===== config.mk =====
export PLATFORM = sky130hd
export DESIGN_NAME = uart_program_loader
export DESIGN_NICKNAME = d
export VERILOG_FILES = /design/src/rtl/uart_program_loader.sv
export SDC_FILE = /design/constraint.sdc
export NUM_CORES = 1
export LEC_CHECK = 0
export BUFFER_PORTS_ARGS = -buffer_cell sky130_fd_sc_hd__buf_4
export CAP_MARGIN = 0
export CORE_ASPECT_RATIO = 0.5
export CORE_MARGIN = 8
export CORE_UTILIZATION = 50
export CTS_CLUSTER_SIZE = 24
export DETAILED_ROUTE_END_ITERATION = 7
export PLACE_DENSITY_LB_ADDON = 0.12
export SLEW_MARGIN = 20
export SYNTH_ARGS = -nofsm -noshare
export SYNTH_HDL_FRONTEND = slang
export SYNTH_SLANG_ARGS = --single-unit

===== constraint.sdc =====
create_clock -name CLK -period 2.6 [get_ports CLK]
set_input_delay 0.78 -clock CLK [delete_from_list [all_inputs] [get_ports CLK]]
set_output_delay 0.78 -clock CLK [all_outputs]
set_load 0.02 [all_outputs]

===== src/rtl/uart_program_loader.sv =====
// uart_program_loader: receives a length-prefixed program image over UART 8N1,
// packs big-endian bytes into INSTR_WIDTH-bit words and writes them into
// instruction memory. It then asserts load_done, or asserts load_error on a
// framing error, a length out of range, or an inter-byte timeout.
// Optional feature macro: LOADER_CHECKSUM_EN adds a trailing XOR checksum byte
// after the payload.
module uart_program_loader #(
  parameter int unsigned CLKS_PER_BIT   = 868,
  parameter int unsigned INSTR_WIDTH    = 16,
  parameter int unsigned ADDR_WIDTH     = 8,
  parameter int unsigned TIMEOUT_CYCLES = 1000000
) (
  input  logic                   CLK,
  input  logic                   RST_N,
  input  logic                   UART_TXD_IN,
  input  logic                   restart,
  output logic                   wr_en,
  output logic [ADDR_WIDTH-1:0]  wr_addr,
  output logic [INSTR_WIDTH-1:0] wr_data,
  output logic                   load_done,
  output logic                   load_error,
  output logic                   busy,
  output logic [15:0]            words_loaded
);

  localparam int unsigned BYTES  = INSTR_WIDTH / 8;
  localparam int unsigned BCNT_W = (BYTES > 1) ? $clog2(BYTES) : 1;
  localparam int unsigned CNT_W  = $clog2(CLKS_PER_BIT);
  localparam int unsigned TMO_W  = $clog2(TIMEOUT_CYCLES) + 1;
  localparam logic [32:0] DEPTH  = 33'(1) << ADDR_WIDTH;

  typedef enum logic [1:0] {RX_IDLE, RX_START, RX_DATA, RX_STOP} rx_state_t;
  typedef enum logic [2:0] {S_LEN_HI, S_LEN_LO, S_DATA, S_CHK, S_DONE, S_ERROR} state_t;

  logic             rxd_s1, rxd_s2, rxd_s3;
  logic             rx_fall;
  rx_state_t        rx_state, rx_next;
  logic [CNT_W-1:0] bit_cnt;
  logic [2:0]       bit_idx;
  logic             bit_half, bit_end;
  logic [7:0]       rx_byte;
  logic             byte_valid, frame_err;

  state_t                  state, state_next;
  logic [7:0]              len_hi;
  logic [15:0]             n_words;
  logic [INSTR_WIDTH-1:0]  word, word_shift;
  logic [BCNT_W-1:0]       bcnt;
  logic                    word_complete, last_word, too_big;
  logic [TMO_W-1:0]        tmo;
  logic                    tmo_hit;
  logic                    do_write, done_d, error_d, busy_d;
`ifdef LOADER_CHECKSUM_EN
  logic [7:0]              csum;
`endif

  // Two-flop synchroniser plus one history flop for falling-edge detection
  always_ff @(posedge CLK or negedge RST_N) begin
    if (!RST_N) begin
      rxd_s1 <= 1'b1;
      rxd_s2 <= 1'b1;
      rxd_s3 <= 1'b1;
    end else begin
      rxd_s1 <= UART_TXD_IN;
      rxd_s2 <= rxd_s1;
      rxd_s3 <= rxd_s2;
    end
  end

  // An edge needs the line high first, so after restart a low line is ignored
  assign rx_fall  = rxd_s3 & ~rxd_s2;
  assign bit_half = (bit_cnt == CNT_W'(CLKS_PER_BIT / 2 - 1));
  assign bit_end  = (bit_cnt == CNT_W'(CLKS_PER_BIT - 1));

  // RX state register
  always_ff @(posedge CLK or negedge RST_N) begin
    if (!RST_N) rx_state <= RX_IDLE;
    else        rx_state <= rx_next;
  end

  // RX next-state: start re-check at half bit, data and stop at bit centres
  always_comb begin
    rx_next = rx_state;
    case (rx_state)
      RX_IDLE:  if (rx_fall) rx_next = RX_START;
      RX_START: if (bit_half) rx_next = rxd_s2 ? RX_IDLE : RX_DATA;
      RX_DATA:  if (bit_end && bit_idx == 3'd7) rx_next = RX_STOP;
      RX_STOP:  if (bit_end) rx_next = RX_IDLE;
      default:  rx_next = RX_IDLE;
    endcase
    if (restart) rx_next = RX_IDLE;
  end

  // RX datapath: bit timing, LSB-first shift, byte-valid / framing-error pulses
  always_ff @(posedge CLK or negedge RST_N) begin
    if (!RST_N) begin
      bit_cnt    <= '0;
      bit_idx    <= '0;
      rx_byte    <= '0;
      byte_valid <= 1'b0;
      frame_err  <= 1'b0;
    end else begin
      byte_valid <= 1'b0;
      frame_err  <= 1'b0;
      if (restart) begin
        bit_cnt <= '0;
        bit_idx <= '0;
      end else begin
        case (rx_state)
          RX_START: bit_cnt <= bit_half ? '0 : CNT_W'(bit_cnt + 1'b1);
          RX_DATA: begin
            if (bit_end) begin
              bit_cnt <= '0;
              rx_byte <= {rxd_s2, rx_byte[7:1]};
              bit_idx <= 3'(bit_idx + 1'b1);
            end else begin
              bit_cnt <= CNT_W'(bit_cnt + 1'b1);
            end
          end
          RX_STOP: begin
            if (bit_end) begin
              bit_cnt    <= '0;
              byte_valid <= rxd_s2;
              frame_err  <= ~rxd_s2;
            end else begin
              bit_cnt <= CNT_W'(bit_cnt + 1'b1);
            end
          end
          default: begin
            bit_cnt <= '0;
            bit_idx <= '0;
          end
        endcase
      end
    end
  end

  assign word_shift    = INSTR_WIDTH'({word, rx_byte});
  assign word_complete = (bcnt == BCNT_W'(BYTES - 1));
  assign last_word     = ((17'(words_loaded) + 17'd1) == 17'(n_words));
  assign too_big       = (33'({len_hi, rx_byte}) > DEPTH);
  assign tmo_hit       = busy && (rx_state == RX_IDLE) && !byte_valid &&
                         (tmo == TMO_W'(TIMEOUT_CYCLES - 1));

  // Loader state register
  always_ff @(posedge CLK or negedge RST_N) begin
    if (!RST_N) state <= S_LEN_HI;
    else        state <= state_next;
  end

  // Loader next-state; restart overrides everything
  always_comb begin
    state_next = state;
    case (state)
      S_LEN_HI: begin
        if (frame_err)       state_next = S_ERROR;
        else if (byte_valid) state_next = S_LEN_LO;
      end
      S_LEN_LO: begin
        if (frame_err || tmo_hit) state_next = S_ERROR;
        else if (byte_valid) begin
          if ({len_hi, rx_byte} == 16'd0) state_next = S_DONE;
          else if (too_big)               state_next = S_ERROR;
          else                            state_next = S_DATA;
        end
      end
      S_DATA: begin
        if (frame_err || tmo_hit) state_next = S_ERROR;
        else if (byte_valid && word_complete && last_word)
`ifdef LOADER_CHECKSUM_EN
          state_next = S_CHK;
`else
          state_next = S_DONE;
`endif
      end
`ifdef LOADER_CHECKSUM_EN
      S_CHK: begin
        if (frame_err || tmo_hit) state_next = S_ERROR;
        else if (byte_valid) state_next = (rx_byte == csum) ? S_DONE : S_ERROR;
      end
`endif
      default: state_next = state;
    endcase
    if (restart) state_next = S_LEN_HI;
  end

  // Loader output decode, registered in the datapath block below
  always_comb begin
    do_write = 1'b0;
    busy_d   = 1'b0;
    do_write = !restart && (state == S_DATA) && byte_valid && word_complete;
    done_d   = (state_next == S_DONE);
    error_d  = (state_next == S_ERROR);
    case (state_next)
      S_LEN_HI:                busy_d = (rx_next != RX_IDLE);
      S_LEN_LO, S_DATA, S_CHK: busy_d = 1'b1;
      default:                 busy_d = 1'b0;
    endcase
  end

  // Loader datapath: length capture, word assembly, write port, timeout
  always_ff @(posedge CLK or negedge RST_N) begin
    if (!RST_N) begin
      wr_en        <= 1'b0;
      wr_addr      <= '0;
      wr_data      <= '0;
      load_done    <= 1'b0;
      load_error   <= 1'b0;
      busy         <= 1'b0;
      words_loaded <= '0;
      len_hi       <= '0;
      n_words      <= '0;
      word         <= '0;
      bcnt         <= '0;
      tmo          <= '0;
`ifdef LOADER_CHECKSUM_EN
      csum         <= '0;
`endif
    end else begin
      wr_en      <= do_write;
      load_done  <= done_d;
      load_error <= error_d;
      busy       <= busy_d;
      if (restart) begin
        words_loaded <= '0;
        word         <= '0;
        bcnt         <= '0;
        tmo          <= '0;
`ifdef LOADER_CHECKSUM_EN
        csum         <= '0;
`endif
      end else begin
        if (do_write) begin
          wr_addr      <= ADDR_WIDTH'(words_loaded);
          wr_data      <= word_shift;
          words_loaded <= 16'(words_loaded + 1'b1);
        end
        if (state == S_LEN_HI && byte_valid) len_hi  <= rx_byte;
        if (state == S_LEN_LO && byte_valid) n_words <= {len_hi, rx_byte};
        if (state == S_DATA && byte_valid) begin
          word <= word_shift;
          bcnt <= word_complete ? '0 : BCNT_W'(bcnt + 1'b1);
`ifdef LOADER_CHECKSUM_EN
          csum <= csum ^ rx_byte;
`endif
        end
        if (byte_valid)                        tmo <= '0;
        else if (busy && rx_state == RX_IDLE)  tmo <= TMO_W'(tmo + 1'b1);
      end
    end
  end

endmodule


Word-level counts from Yosys, hierarchy flattened --
Cells that the tools add are included.
Word-level totals: logic and storage cells 121, register bits after elaboration 129, input port bits 4
Operators by class: magnitude comparators 1, add/subtract/negate cells 6, muxes and demuxes 41, reductions and logical operators 31, equal/unequal tests 17, bitwise gates (word level) 3
Operators by type and width (count):
- two-way mux 21 bit | 3
- two-way mux 3 bit | 11
- two-way mux 16 bit | 2
- two-way mux 10 bit | 3
- adder 21 x 1 -> 21 bit (second input constant) | 1
- == test 21 x 20 -> 1 bit (second input constant) | 1
- case mux 10 bit (2 select lines) | 1
- adder 16 x 1 -> 17 bit (second input constant) | 1
- == test 17 x 16 -> 1 bit | 1
- adder 16 x 1 -> 16 bit (second input constant) | 1
- > comparator 16 x 9 -> 1 bit (second input constant) | 1
- logical NOT 16 bit | 1
- two-way mux 8 bit | 2
- logical AND 1 bit | 12
- two-way mux 2 bit | 6
- adder 10 x 1 -> 10 bit (second input constant) | 1
- == test 10 bit (second input constant) | 1
- == test 10 x 9 -> 1 bit (second input constant) | 1
- == test 3 x 2 -> 1 bit (second input constant) | 3
- == test 3 bit (second input constant) | 3
- two-way mux 1 bit | 9
- case mux 3 bit (3 select lines) | 1
- case mux 2 bit (4 select lines) | 1
- AND reduction 2 bit | 4
- other kinds (20) | 28

Depth between registers and ports, before layout --
Gate-level depths: netlist of run 1.
depth in word-level cells 11, gate-level depth with buffers 10, mapped depth without buffers 8

Worst setup path before layout of run 1 --
Ideal clock, no wire load.
path kind register -> register, from register words_loaded[0], to register busy, arrival 2.236 ns, data required time 2.457 ns, clock period less this slack 2.380 ns, setup slack 0.220 ns, cell stages (with the launch flop) 9, path buffers 0, cells stage by stage dfrtp_1 ha_1 nand3_2 or3_1 a21boi_1 o221ai_1 o41a_1 a21oi_1 a221oi_1
Between the ends: longest elaborated chain between the ends 10, elaborated cells on any way between the ends 13, classes of those cells 1 x add/sub; 4 x eq/ne; 5 x mux; 3 x reduce/logical
RTL lines:
- from (decl) | RTL line 23 | output logic [15:0] words_loaded
- from (signal assigned) | RTL line 236 | words_loaded <= 16'(words_loaded + 1'b1);
- adder 16 x 1 -> 17 bit (*) | RTL line 140 | assign last_word = ((17'(words_loaded) + 17'd1) == 17'(n_words));
- == test 17 x 16 -> 1 bit (*) | RTL line 140
- logical AND 1 bit (*) | RTL line 169 | else if (byte_valid && word_complete && last_word)
- two-way mux 3 bit (*) | RTL line 169
- two-way mux 3 bit (*) | RTL line 168 | if (frame_err || tmo_hit) state_next = S_ERROR;
- case mux 3 bit (3 select lines) (*) | RTL line 154 | case (state)
- two-way mux 3 bit (*) | RTL line 184 | if (restart) state_next = S_LEN_HI;
- == test 3 x 1 -> 1 bit / == test 3 x 2 -> 1 bit (equally long branches) | RTL line 194 | case (state_next)
- OR reduction 3 bit | RTL line 194
- case mux 1 bit (2 select lines) (*) | RTL line 194
- named net busy_d | RTL line 52 | logic do_write, done_d, error_d, busy_d;
- to (signal assigned) | RTL line 223 | busy <= busy_d;
- to (decl) | RTL line 22 | output logic busy,
Mark *: on every way through the listed nets, which the timed path passes. The rest lies on a longest branch. A chain may end at the register's enable or synchronous reset.

Worst setup path after layout of run 1 --
from register words_loaded[4], to register busy
Same word-level chain as after synthesis.

==> results of run 1 <==
-- flip-flops by register name, summed over array words and instances (netlist names), 2 cells and up --
signal and cells:
wr_data 16, wr_addr 8, tmo 21, word 8, rx_byte 8, rx_state 2, bit_cnt 10, n_words 16
len_hi 8, words_loaded 16, state 3, bit_idx 3
-- layer usage --
layer / routed length (um) / GRT usage (%) / vias to the layer above
li1: - / - / 2176
met1: 6555 / 22.63 / 2198
met2: 5878 / 25.29 / 79
met5: 0 / 0 / -
met4: 219 / 7.627 / 0
met3: 570 / 4.460 / 27
-- placed cells by master, fill, tap and decap left out, types with 17 or more instances in the layout --
cell type and n:
dfrtp_1 124, nand2_1 71, buf_4 64, nor2_1 55
mux2_2 48, xor2_1 28, a21oi_1 26, xnor2_1 22
o21ai_0 17, clkbuf_16 17
-- timing repair --
action	CTS	global route
setup endpoints to repair	0	1
setup buffers	0	0
resized for setup	0	5
-- cell type report --
class | count | area share (%)
clock buffers | 18 | 5.956
clock inverters | 13 | 1.884
inverters | 7 | 0.3564
multi-input cells | 417 | 38.08
flip-flops and latches | 129 | 43.87
well taps | 165 | 2.800
repair buffers | 66 | 7.059
-- metrics by stage --
step	cell area [um^2]	util [%]	worst slack, ps
final	7373	61.90	157.6
after global routing	7373	61.90	41.07
after CTS	7357	61.76	123.2
after detailed placement	6779	56.91	166.3
after global placement	6779	56.91	263.3
after floorplan	6165	-	220.4
-- final timing paths --
| check | from | to | slack (ps) |
|---|---|---|---|
| worst min-delay path | RST_N | tmo[10]$_DFFE_PN0P_ | 240 |
| min in group CLK | rxd_s1$_DFF_PN1_ | rxd_s2$_DFF_PN1_ | 370 |
| worst max-delay path | words_loaded[4]$_DFFE_PN0P_ | busy$_DFF_PN0_ | 160 |
| worst min register to register | rxd_s1$_DFF_PN1_ | rxd_s2$_DFF_PN1_ | 370 |
| max in group asynchronous | RST_N | rxd_s3$_DFF_PN1_ | 1760 |
| worst max register to register | words_loaded[4]$_DFFE_PN0P_ | busy$_DFF_PN0_ | 160 |
-- worst max-delay path, delay by kind of cell, from the launching register on --
family	cells	cell delay (ps)
simple gates	2	450
compound gates	5	1340
flops	1	500
-- cell families (layout without fill, tap and decap cells) --
group                    after synthesis  after routing  synth area share [%]
AND/OR/NAND/NOR                      234            234                 19.75
flip-flops                           129            129                 52.43
AO/OA/AOI/OAI                         75             75                 7.611
XOR/XNOR                              51             51                 7.489
multiplexers                          51             51                 9.255
buffers and inverters                 35            104                 2.253
adder cells (fa/ha/maj)                6              6                 1.218
-- power breakdown --
group	internal (W)	total (W)	leakage (nW)	switching, W
clock network	0.00143	0.00233	0.270	0.000898
registers	0.00202	0.00202	1.79	0.00000775
logic	0.0000212	0.0000880	1.39	0.0000668
==> out/summary.txt, run 1 <==
first-pass detailed-route iteration total: 5
number of non-filler instances in the completed layout: 815
Die Span X: 173.0 um
top-count cell post-synth: dfrtp_1
crit start category: flop
Synth Area per Inst: 10.61 um^2
maximum fanout along the worst path: 9
Setup crit end kind: flop
clock-pin transition on the worst setup and hold timing paths: 60 ps
Max Cap Viol: 0
Fin. Hold Viols: 0
slowest stage cell on the critical path: o41a_1
Root Driver: clkbuf_16
Max H-tree Level: 4
Synth async-reset ratio: 100.0%
GP Congestion: 0.8654
Final Skew: 8.506 ps
total power after layout: 0.004438 W
Critical Path Max Stage Delay: 510 ps
largest net degree at the start of global routing: 51
Min-Delay Path Class: primary input to asynchronous set/reset pin
largest cells by area after synthesis: dfrtp_1, mux2_2, nand2_1
Hold-fix buffers, CTS: 0
# DRC: 0
Final nets: 648
CTS tree: yes
Synth area leader: dfrtp_1
worst slew pin tran: 457.2 ps
Slew Viols, Final: 0
Syn Inst Count: 581
Initial Util: 51.75%
Num Clock Sinks: 129
n_diodes: 0
status: finished, final reports clean
worst path required time: 2880 ps
Reg2Reg Depth: 7
Multi-input gate area: 2808 um^2
ANT nets after route: 0
crit-path cells: nand2_1 > or2_1 > o31ai_1 > o221ai_1 > o41a_1 > a21oi_2 > a221oi_1
hold slack: 241.0 ps
top post-synthesis cells by count: dfrtp_1, nand2_1, nor2_1, mux2_2, xor2_1
Leakage: 3.443 nW
I/O Buffers: 47
HPWL after detailed placement: 9.163 mm
Die Y: 94.52 um
WS Path Type: flop to flop
final wirelength: 13.22 mm
die area: 16,350 um^2
Syn Nets: 591
total CTS buffers: 17
number of global-route vias before repair: 4,373
Synth Warn #: 0
Ports: 48
clock period minus worst slack: 2442 ps
core area: 11,910 um^2
Area growth syn-to-layout: 19.61%
register area share after synthesis: 52.43%
Netlist cell types: 60
layout cells sized above 1: 24.92%
first-pass GRT wire length: 22.27 mm
gr ovfl total: 0
FILL cells: 988
clock latency on the worst-skew pair: 420 ps
initial antenna violation count: 0
worst vdd ir: 0.3948 mV
Critical Path AT: 2720 ps
top-area cell type share of the netlist area: 51.15%
final setup TNS: 0 ps
Post-synth top flop: dfrtp_1
Post-Syn Area: 6165 um^2
pwr dens: 601.8 nW/um^2
WL/cell: 16.23 um
maximum buffer depth of the clock tree: 2
via count: 4,480
flip-flop and latch count after synthesis: 129
EDFF count, synth: 0
setup violators final: 0
DR vias/cell: 5.497
placed insts: 784
Final period util: 93.94%
unrepaired setup endpoints after global routing: no
FF+latch area: 3234 um^2
DRT iter0 DRCs: 284
# rows: 28
Peak Freq: 409.4 MHz
Slew HR: 69.38%
Tot GR Track Use: 16.78%
Power figures use the tool's default switching activity.
==> run 2: changes to the inputs <==
==> constraint.sdc (replaced) <==
create_clock -name CLK -period 2.6 [get_ports CLK]
set_input_delay 0.52 -clock CLK [delete_from_list [all_inputs] [get_ports CLK]]
set_output_delay 0.52 -clock CLK [all_outputs]
set_load 0.02 [all_outputs]
==> out/summary.txt, run 2 (synthesis results as in run 1) <==
Min-Delay Path Class: primary input to asynchronous set/reset pin
crit start category: flop
unrepaired setup endpoints after global routing: no
clock-pin transition on the worst setup and hold timing paths: 60 ps (about the same)
# DRC: 0 (unchanged)
layout cells sized above 1: 24.96% (+0.038 points)
Final period util: 93.23% (-0.70 points)
clock latency on the worst-skew pair: 420 ps (about the same)
Top reg by flops: tmo
total CTS buffers: 17 (unchanged)
I/O Buffers: 47 (unchanged)
pwr dens: 616.3 nW/um^2 (+2.4%)
Critical Path AT: 2700 ps (-20 ps)
DR vias/cell: 5.475 (-0.39%)
Max H-tree Level: 4 (unchanged)
Final Skew: 7.197 ps (-1.309 ps)
Ports: 48 (unchanged)
WS Path Type: flop to flop
Max Cap Viol: 0 (unchanged)
Slew Viols, Final: 0 (unchanged)
DRT iter0 DRCs: 385 (+36%)
CTS tree: yes
clock period minus worst slack: 2424 ps (-18.32 ps)
via count: 4,457 (-0.51%)
Tot GR Track Use: 17.07% (+0.29 points)
Final nets: 646 (-0.31%)
most frequent cells in the layout: dfrtp_1, nand2_1, buf_4
HPWL after detailed placement: 9.093 mm (-0.76%)
status: finished, final reports clean
final wirelength: 13.39 mm (+1.2%)
final setup TNS: 0 ps (unchanged)
first-pass GRT wire length: 22.70 mm (+2.0%)
Die Y: 94.52 um (unchanged)
maximum buffer depth of the clock tree: 2 (unchanged)
hold slack: 42.91 ps (-198.1 ps)
Peak Freq: 412.5 MHz (+0.76%)
gr ovfl total: 0 (unchanged)
Fin. Hold Viols: 0 (unchanged)
Area growth syn-to-layout: 20.09%
Root Driver: clkbuf_16
setup violators final: 0 (unchanged)
initial antenna violation count: 0 (unchanged)
placed insts: 782 (-0.26%)
# rows: 28 (unchanged)
worst flop-to-flop path startpoint: words_loaded[4]$_DFFE_PN0P_
Setup crit end kind: flop
Initial Util: 51.75% (unchanged)
number of non-filler instances in the completed layout: 814 (-0.12%)
Clk pwr share: 53.7% (+1.3 points)
share of total power in sequential cells: 44.3% (-1.3 points)
Num Clock Sinks: 129 (unchanged)
maximum fanout along the worst path: 9 (unchanged)
core area: 11,910 um^2 (unchanged)
Hold-fix buffers, CTS: 0 (unchanged)
Sw Ratio: 22.10% (+0.19 points)
worst vdd ir: 0.3568 mV (-9.6%)
n_diodes: 0 (unchanged)
total power after layout: 0.004562 W (+2.8%)
CP startpoint: words_loaded[4]$_DFFE_PN0P_
Logic pwr share: 2.0% (about the same)
max reg flops: 21 (unchanged)
most common cell after layout, fill and taps aside: dfrtp_1
WL/cell: 16.44 um (+1.3%)
Slew HR: 53.84% (-16 points)
largest net degree at the start of global routing: 55 (+7.8%)
first-pass detailed-route iteration total: 5 (unchanged)
worst slew pin tran: 692.4 ps (+235.2 ps)
ANT nets after route: 0 (unchanged)
worst path required time: 2880 ps (about the same)
Die Span X: 173.0 um (unchanged)
number of global-route vias before repair: 4,410 (+0.85%)
Net Switching: 0.001008 W (+3.7%)
die area: 16,350 um^2 (unchanged)
Leakage: 3.454 nW (+0.32%)
GP Congestion: 0.8915 (+3.0%)
Cell Int Power: 0.003554 W (+2.6%)
-- run 2: changes by cell type in the layout (fill, tap and decap cells not counted), sizes merged --
cell      delta
clkinvlp     -1
inv          +3
buf          -2
clkinv       -1
bufinv       +1
clkbuf       -1
-- run 2: layer usage --
layer	global-route usage [%]	wire length (um)	up-vias
met3	4.500	652	16
met4	6.058	168	0
li1	-	-	2160
met5	0	0	-
met1	22.98	6465	2185
met2	26.60	6099	96
-- run 2: repair_timing --
action                                  4_1_cts  5_1_grt
gates resized for setup                       0        7
setup buffers                                 0        0
endpoints found under the setup margin        0        4
-- run 2: power groups by stage --
| stage | registers (W) | logic (W) | clock network (W) |
|---|---|---|---|
| floorplan | 0.00206 | 0.0000294 | 0 |
| global placement | 0.00206 | 0.0000943 | 0 |
| detailed placement | 0.00206 | 0.0000942 | 0 |
| CTS | 0.00202 | 0.0000945 | 0.00250 |
| global route | 0.00202 | 0.000105 | 0.00258 |
| finish | 0.00202 | 0.0000905 | 0.00245 |
-- run 2: final cells by class --
type / count / area (um^2)
Inverter: 7 / 26.28
Multi-Input combinational cell: 417 / 2823
Clock inverter: 15 / 182.7
Tap cell: 165 / 206.4
Timing Repair Buffer: 64 / 505.5
Fill cell: 979 / 4508
Clock buffer: 17 / 425.4
Sequential cell: 129 / 3234
-- run 2: critical path, cell delays in order, from the launching register on --
cell	delay, ps
dfrtp_1	500
nand2_1	200
or2_1	260
o31ai_2	320
o221ai_1	210
o41a_1	510
a21oi_2	190
a221oi_1	100
-- run 2: path summary, 6_finish.rpt --
path / to / slack (ps) / cells after the start
max: busy$_DFF_PN0_ / 180 / 7
min: tmo[16]$_DFFE_PN0P_ / 40 / 1
max reg2reg: busy$_DFF_PN0_ / 180 / 7
min reg2reg: rxd_s2$_DFF_PN1_ / 370 / 0
max in group asynchronous: rxd_s3$_DFF_PN1_ / 1890 / 2
min in group CLK: rxd_s1$_DFF_PN1_ / 210 / 1
-- run 2: per-stage QoR --
| stage | setup WS [ps] | instance area (um^2) | utilization, % |
|---|---|---|---|
| 2_1_floorplan | 220.4 | 6165 | - |
| 4_1_cts | 72.66 | 7372 | 61.89 |
| 3_3_place_gp | 262.6 | 6764 | 56.79 |
| 3_5_place_dp | 120.9 | 6764 | 56.79 |
| 5_1_grt | 25.23 | 7403 | 62.15 |
| 6_report | 175.9 | 7403 | 62.15 |
